[config.mk]
export PLATFORM = sky130hd
export DESIGN_NAME = weight_buffer_loader
export DESIGN_NICKNAME = d
export VERILOG_FILES = /design/src/rtl/weight_buffer_loader.sv
export SDC_FILE = /design/constraint.sdc
export NUM_CORES = 1
export LEC_CHECK = 0
export ABC_AREA = 1
export BUFFER_PORTS_ARGS = -buffer_cell sky130_fd_sc_hd__buf_2
export CORE_AREA = 10 10 223 225
export DETAILED_ROUTE_END_ITERATION = 10
export DIE_AREA = 0 0 233 235
export PLACE_DENSITY_LB_ADDON = 0.25
export SYNTH_ARGS = -nofsm -noshare
export SYNTH_HDL_FRONTEND = slang
export SYNTH_SLANG_ARGS = --single-unit
[constraint.sdc]
create_clock -name clk -period 4.2 [get_ports clk]
set_input_delay 0.84 -clock clk [delete_from_list [all_inputs] [get_ports clk]]
set_output_delay 0.84 -clock clk [all_outputs]
set_load 0.02 [all_outputs]
[src/rtl/weight_buffer_loader.sv]
// Weight buffer loader: takes a (start row, row count) command, then turns each
// accepted 256-bit DDR beat into one registered bank-group write for the weight buffer.
module weight_buffer_loader #(
  parameter int X_PE           = 16,
  parameter int X_MESH         = 16,
  parameter int ADDR_LEN       = 16,
  parameter int DATA_LEN       = 64,
  parameter int DDR_DATA_LEN   = 256,
  parameter int BUFFER_NUM     = 8 * X_PE * X_MESH / DATA_LEN,
  parameter int BANKS_PER_BEAT = DDR_DATA_LEN / DATA_LEN,
  parameter int GROUP_NUM      = BUFFER_NUM / BANKS_PER_BEAT
) (
  input  logic                    clk,
  input  logic                    rst_n,
  input  logic                    cfg_valid,
  output logic                    cfg_ready,
  input  logic [ADDR_LEN-1:0]     cfg_st_addr,
  input  logic [ADDR_LEN:0]       cfg_rows,
  input  logic                    abort,
  input  logic [DDR_DATA_LEN-1:0] ddr_data,
  input  logic                    ddr_valid,
  output logic                    ddr_ready,
  output logic [DDR_DATA_LEN-1:0] data_wr,
  output logic [ADDR_LEN-1:0]     wr_addr,
  output logic [BUFFER_NUM-1:0]   wr_en,
  output logic                    busy,
  output logic                    done
);

  localparam int GW = (GROUP_NUM > 1) ? $clog2(GROUP_NUM) : 1;
  localparam logic [GW-1:0] GRP_LAST = GW'(GROUP_NUM - 1);
  localparam logic [BUFFER_NUM-1:0] GRP_MASK =
    {{(BUFFER_NUM - BANKS_PER_BEAT){1'b0}}, {BANKS_PER_BEAT{1'b1}}};

  typedef enum logic [0:0] {
    IDLE = 1'b0,
    LOAD = 1'b1
  } state_t;

  state_t                  state_q, state_d;
  logic [GW-1:0]           grp_q, grp_d;
  logic [ADDR_LEN-1:0]     row_addr_q, row_addr_d;
  logic [ADDR_LEN:0]       rows_left_q, rows_left_d;
  logic [DDR_DATA_LEN-1:0] data_wr_q, data_wr_d;
  logic [ADDR_LEN-1:0]     wr_addr_q, wr_addr_d;
  logic [BUFFER_NUM-1:0]   wr_en_q, wr_en_d;
  logic                    done_q, done_d;

  // Handshake readiness is a pure function of state; abort blocks beat acceptance.
  assign cfg_ready = (state_q == IDLE);
  assign busy      = (state_q == LOAD);
  assign ddr_ready = (state_q == LOAD) && !abort;
  assign data_wr   = data_wr_q;
  assign wr_addr   = wr_addr_q;
  assign wr_en     = wr_en_q;
  assign done      = done_q;

  // Next-state, counter and write-port computation.
  always_comb begin
    state_d     = state_q;
    grp_d       = grp_q;
    row_addr_d  = row_addr_q;
    rows_left_d = rows_left_q;
    data_wr_d   = data_wr_q;
    wr_addr_d   = wr_addr_q;
    wr_en_d     = '0;
    done_d      = 1'b0;
    case (state_q)
      IDLE: begin
        if (cfg_valid && !abort) begin
          if (cfg_rows == '0) begin
            done_d = 1'b1;
          end else begin
            row_addr_d  = cfg_st_addr;
            rows_left_d = cfg_rows;
            grp_d       = '0;
            state_d     = LOAD;
          end
        end else begin
          state_d = IDLE;
        end
      end
      LOAD: begin
        if (abort) begin
          state_d = IDLE;
          grp_d   = '0;
        end else if (ddr_valid) begin
          data_wr_d = ddr_data;
          wr_addr_d = row_addr_q;
          wr_en_d   = GRP_MASK << (grp_q * BANKS_PER_BEAT);
          if (grp_q == GRP_LAST) begin
            // Row complete: wrap the group and step to the next row (address wraps silently).
            grp_d       = '0;
            row_addr_d  = row_addr_q + ADDR_LEN'(1);
            rows_left_d = rows_left_q - (ADDR_LEN + 1)'(1);
            if (rows_left_q == (ADDR_LEN + 1)'(1)) begin
              state_d = IDLE;
              done_d  = 1'b1;
            end else begin
              state_d = LOAD;
            end
          end else begin
            grp_d = grp_q + GW'(1);
          end
        end else begin
          grp_d = grp_q;
        end
      end
      default: begin
        state_d = IDLE;
        grp_d   = '0;
      end
    endcase
  end

  // State, counters and registered write port; reset clears write enables at once.
  always_ff @(posedge clk or negedge rst_n) begin
    if (!rst_n) begin
      state_q     <= IDLE;
      grp_q       <= '0;
      row_addr_q  <= '0;
      rows_left_q <= '0;
      data_wr_q   <= '0;
      wr_addr_q   <= '0;
      wr_en_q     <= '0;
      done_q      <= 1'b0;
    end else begin
      state_q     <= state_d;
      grp_q       <= grp_d;
      row_addr_q  <= row_addr_d;
      rows_left_q <= rows_left_d;
      data_wr_q   <= data_wr_d;
      wr_addr_q   <= wr_addr_d;
      wr_en_q     <= wr_en_d;
      done_q      <= done_d;
    end
  end

endmodule

==> results of run 1 <==
cell families (layout without fill, tap and decap cells):
group,after synthesis,count (layout)
other,0,6
adders and majority gates,9,9
DFF,318,318
and+or+nand+nor,1096,1096
xor gates and xnor gates,2,2
AOI/OAI and AO/OA,49,49
buffers and inverters,144,724
cell usage in the layout, fill, tap and decap left out, types with 5 or more instances in the layout:
cell type  Yosys  final
nor2_1        54     54
buf_4         26     11
buf_2         53    600
nand2_1      935    935
ha_1           9      9
o21ai_0       46     46
nand3_1       73     73
clkbuf_16      0     39
inv_1         41     41
nor3_1         7      7
dfrtp_1      318    318
nand4_1        5      5
diode_2        0      6
clkbuf_8       0      5
buf_12         0      7
or2_2         15     15
clkbuf_1      15      8
clkinv_2       0      6
worst reg2reg max path: stages (launching register included):
cell     delay (ns)
dfrtp_1        0.38
buf_4          0.44
nor2_1         0.10
nand2_1        0.10
inv_1          0.04
nand2_1        0.06
buf_4          0.25
nand2_2        0.54
o21ai_0        0.43
layer usage:
layer	track usage, %	part of all wire (%)	vias to the layer above
met4	5.729	2.9	12
li1	-	-	6059
met5	0	0.17	-
met1	20.17	40	5745
met2	29.69	50	418
met3	5.430	7.8	87
per-stage QoR:
step / setup WS, ns / power, mW / area (sq um) / utilization (%)
2_1_floorplan: 2.255 / 6.158 / 13370 / -
3_3_place_gp: 1.365 / 7.596 / 16820 / 37.31
3_5_place_dp: 1.286 / 7.635 / 16820 / 37.31
4_1_cts: 1.682 / 10.73 / 17940 / 39.80
5_1_grt: 1.494 / 11.24 / 17950 / 39.81
6_report: 1.733 / 10.57 / 17960 / 39.83
state kept, by name, indices dropped and copies added, names as in the netlist:
signal	flops
data_wr	256
rows_left_q	17
row_addr_q	16
wr_addr	16
wr_en	8
grp_q	3
busy	1
done	1
synthesized netlist by cell type, drive strengths merged:
cell	instances
a31oi	1
buf	84
clkbuf	15
dfrtp	318
ha	9
inv	45
nand2	937
nand3	73
nand3b	2
nand4	5
nor2	56
nor3	7
nor3b	1
o21ai	48
or2	15
xnor2	1
xor2	1
cell type report:
cell class	count	area (sq um)
Sequential cell	318	7958
Tap cell	600	750.7
Multi-Input combinational cell	1156	4695
Fill cell	4690	27130
Timing Repair Buffer	619	3241
Inverter	45	178.9
Clock inverter	8	46.29
Clock buffer	52	1075
Antenna cell	6	15.01
final timing paths:
kind,from,end,depth (start not counted)
setup / recovery,busy$_DFF_PN0_,busy,2
hold / removal,rst_n,data_wr[27]$_DFFE_PN0P_,1
setup reg to reg,busy$_DFF_PN0_,row_addr_q[4]$_DFFE_PN0P_,8
hold reg to reg,data_wr[210]$_DFFE_PN0P_,data_wr[210]$_DFFE_PN0P_,2
max in group asynchronous,rst_n,done$_DFF_PN0_,2
min in group clk,data_wr[210]$_DFFE_PN0P_,data_wr[210]$_DFFE_PN0P_,2
power breakdown:
group	leakage, nW	switching [mW]	internal (mW)
clock network	0.554	1.26	1.77
logic	5.82	2.19	1.04
registers	4.00	0.460	3.85
total	10.4	3.92	6.66
==> metrics.txt, run 1 <==
Area contributors post-synth dfrtp_1 (60%), nand2_1 (26%), nand3_1 (2.7%); CP delay by family, top buffers and inverters; Crit Path Category reg2out; # DRC 0; chip height 235 um; largest family of logic cells by synthesized area simple AND/OR/NAND/NOR gates; clock buffer count from CTS 37; WP data required approximately 3.4 ns; WHS approximately 0.36 ns; Hold Fails Final Rpt 0; RSZ-0062 raised after global routing no; Post-Route WL between 40000 and 50000 um; vias per std cell 4.394; Max Cap Viol 0; GRT Total Usage 17.36%; layout cell share with drive strength beyond 1 between 30% and 40%; largest net degree at the start of global routing 184; IO Count 602; CP Buf/Inv Count 2; run status completed; IO buf count roughly 600; DRT Pass-1 Iters 5; Post-DP HPWL 37350 um; final antenna-violating net count 0; CTS resizes 0; PwrDens 588.8 nW/um^2; clk root buf clkbuf_16; register area share after synthesis 59.52%; total grt overflow 0; Avg Cell Area, Syn 8.263 sq um; Post-Layout Cell Count 2804; starting density of the core 29.65%; FF-to-FF setup slack 1.76 ns; Hold Crit Class in2async; Post-Syn Instances 1618; critical path endpoint category primary output; layout net count about 2500; slowest CP cell buf_4; CTS tree built; antenna violations before repair 13; peak supply drop 0.3012 mV; Post-CTS Setup Bufs 0; Post-Syn Nets roughly 1900; clock sink count 318; setup TNS 0 ns; multiplexer share of the synthesized area 0%; htree depth 2; Slew HR 26.72%; Initial DRC Count 740; # rows 78; worst slew pin tran 1.099 ns; core area 45090 sq um; Max Root-Sink Buffers 3; Period minus WS final ~2.5 ns; leading area contributor after synthesis dfrtp_1; Worst Clk Skew 0.01005 ns; Cells after DPL 2738; CTS Hold Buffers Added 0; Yosys cell types 26; Clk Latency, worst-skew pair 0.54 ns; Die Area 54760 sq um; synth-to-layout area growth 34.32%; synth warn 0; final slew viol count 0; Crit path largest cell delay 0.44 ns; maximum fanout along the worst path 46; post-synthesis register bit count 318; synthesized area 13370 sq um; compound-cell area share of the yosys netlist 1.844%; final setup vio count 0; Yosys top cell area share approximately three fifths; Post-Synth XOR/XNOR Area 0.1310%; Static Leakage roughly 10 nW; via count around 12000; global-route wire length before repair 74940 um; clk slew on worst S/H paths approximately 0.06 ns; adder-cell share of the synthesized area 0.8422%; period utilization slightly below 60%; vias in the first global route 12470; CP startpoint kind register; final RePlAce weighted congestion roughly 0.85; Worst EP arrival ~1.6 ns; Simple-Gate Fraction of Synth Area 32.19%; FMAX between 0.4 and 0.5 GHz; worst path cell trace buf_4, buf_2; die width 233 um; Wirelength per Cell 17.59 um
(Power assumes the default switching activity.)
==> run 2: changes to the inputs <==
clock period = 2.37 ns   (was 4.2 ns; I/O delays follow)
==> metrics.txt, run 2 (synthesis gave the netlist of run 1 again) <==
run status completed; clock sink count 318; CTS tree built; dpl cell area 17020 sq um; total grt overflow 0; Final WS setup 0.3315 ns; CTS resizes 0; worst slew pin tran 0.5735 ns; Hold Fails Final Rpt 0; PwrDens 1067 nW/um^2; DP Worst Slack 0.3746 ns; vias per std cell ~4.4; Slew HR 61.76%; clock buffer count from CTS 38; via count 12520; Die Area about 55000 sq um; synth-to-layout area growth 37.31%; chip height ~240 um; Post-Route WL 50410 um; htree depth 2; vias in the first global route about 13000; global-route wire length before repair 76400 um; final antenna-violating net count 0; # DRC 0; most common cell after layout, fill and taps aside nand2_1; commonest cells after routing, fill and taps aside nand2_1 (935), buf_2 (600), dfrtp_1 (318); starting density of the core between 20% and 30%; clk root buf clkbuf_16; final setup vio count 0; Largest register FFs 256; Static Leakage 10.57 nW; clk slew on worst S/H paths 0.06 ns; area of the multi-input gates 4695 sq um; Wirelength per Cell between 15 and 20 um; GRT Total Usage 17.70%; R2R Path Start grp_q[0]$_DFFE_PN0P_; WP data required about 1.9 ns; DR top layer met5; largest net degree at the start of global routing 111; HP Start ddr_data[74]; Post-CTS Setup Bufs 0; Clk Latency, worst-skew pair 0.54 ns; Initial DRC Count 716; Max Root-Sink Buffers 3; final slew viol count 0; Reg area between 7000 and 8000 sq um; critical path endpoint category primary output; FMAX 0.4905 GHz; Max Cap Viol 0; # fillers ~4700; maximum fanout along the worst path 24; Post-DP HPWL 38750 um; layout cell share with drive strength beyond 1 32.28%; die width 233 um; Period minus WS final between 2 and 2.5 ns; Hold Crit Class in2reg; Worst Clk Skew 0.01515 ns; Util after Layout 40.72%; wire length on met2 25220 um; antenna violations before repair 9; setup TNS 0 ns; final RePlAce weighted congestion 0.8563; layout net count 2496; IO Count 602; Worst Setup SP busy$_DFF_PN0_; final instance area approximately 18000 sq um; DRT Pass-1 Iters 5; M1 WL about 20000 um; metal3 WL 3955 um; CP startpoint kind register; peak supply drop roughly 0.65 mV; IO buf count 601; Worst EP arrival 1.56 ns; RSZ-0062 raised after global routing no; core area 45090 sq um; Crit Path Category reg2out; # rows 78; period utilization between 80% and 90%
[run 2: changes by cell type in the layout (fill, tap and decap cells not counted)]
cell,delta
clkbuf_8,+4
buf_4,+7
clkbuf_1,-1
buf_12,+7
bufinv_16,+5
clkinvlp_4,-1
diode_2,-2
clkinv_4,+1
dlygate4sd3_1,+1
[run 2: final cells by class]
cell class	instances	area share, %
Tap cell	600	4.089
Multi-Input combinational cell	1156	25.57
Timing Repair Buffer	634	18.76
Clock inverter	13	1.077
Clock buffer	55	6.134
Antenna cell	4	0.05452
Sequential cell	318	43.34
Inverter	45	0.9746
[run 2: layer usage]
layer  GRT usage (%)  up-vias
li1                -     6080
met1           20.39     5887
met2           30.84      470
met3           4.828       75
met4           6.200        8
met5               0        -
[run 2: critical path, cell delays in order (launching register included)]
cell and delay, ns:
dfrtp_1 0.42, inv_4 0.10, buf_4 0.27, buf_2 0.22
[run 2: power by group]
group | total [mW] | switching [mW] | internal [mW]
sequential | 7.67 | 0.845 | 6.82
combinational | 5.77 | 3.91 | 1.87
clock | 6.15 | 2.31 | 3.84
[run 2: stage by stage]
stage	hold slack, ns	total power, mW	instances
2_1_floorplan	0.1784	10.91	1618
6_report	0.1252	19.59	2825
5_1_grt	0.09961	20.73	2824
4_1_cts	0.08803	19.87	2821
3_3_place_gp	0.4570	13.52	2752
3_5_place_dp	0.4592	13.61	2752
[run 2: worst paths after layout]
kind	endpoint	slack [ns]	cells after the start
worst min register to register	data_wr[98]$_DFFE_PN0P_	0.47	2
min in group asynchronous	data_wr[21]$_DFFE_PN0P_	0.46	2
worst min-delay path	data_wr[74]$_DFFE_PN0P_	0.13	3
worst max-delay path	cfg_ready	0.33	3
worst max register to register	rows_left_q[4]$_DFFE_PN0P_	0.36	9
max in group asynchronous	data_wr[211]$_DFFE_PN0P_	1.13	3
[run 2: what timing repair did]
action / in CTS / in global routing
hold endpoints to repair: 47 / 0
hold buffers: 1 / 0
endpoints found under the setup margin: 0 / 0
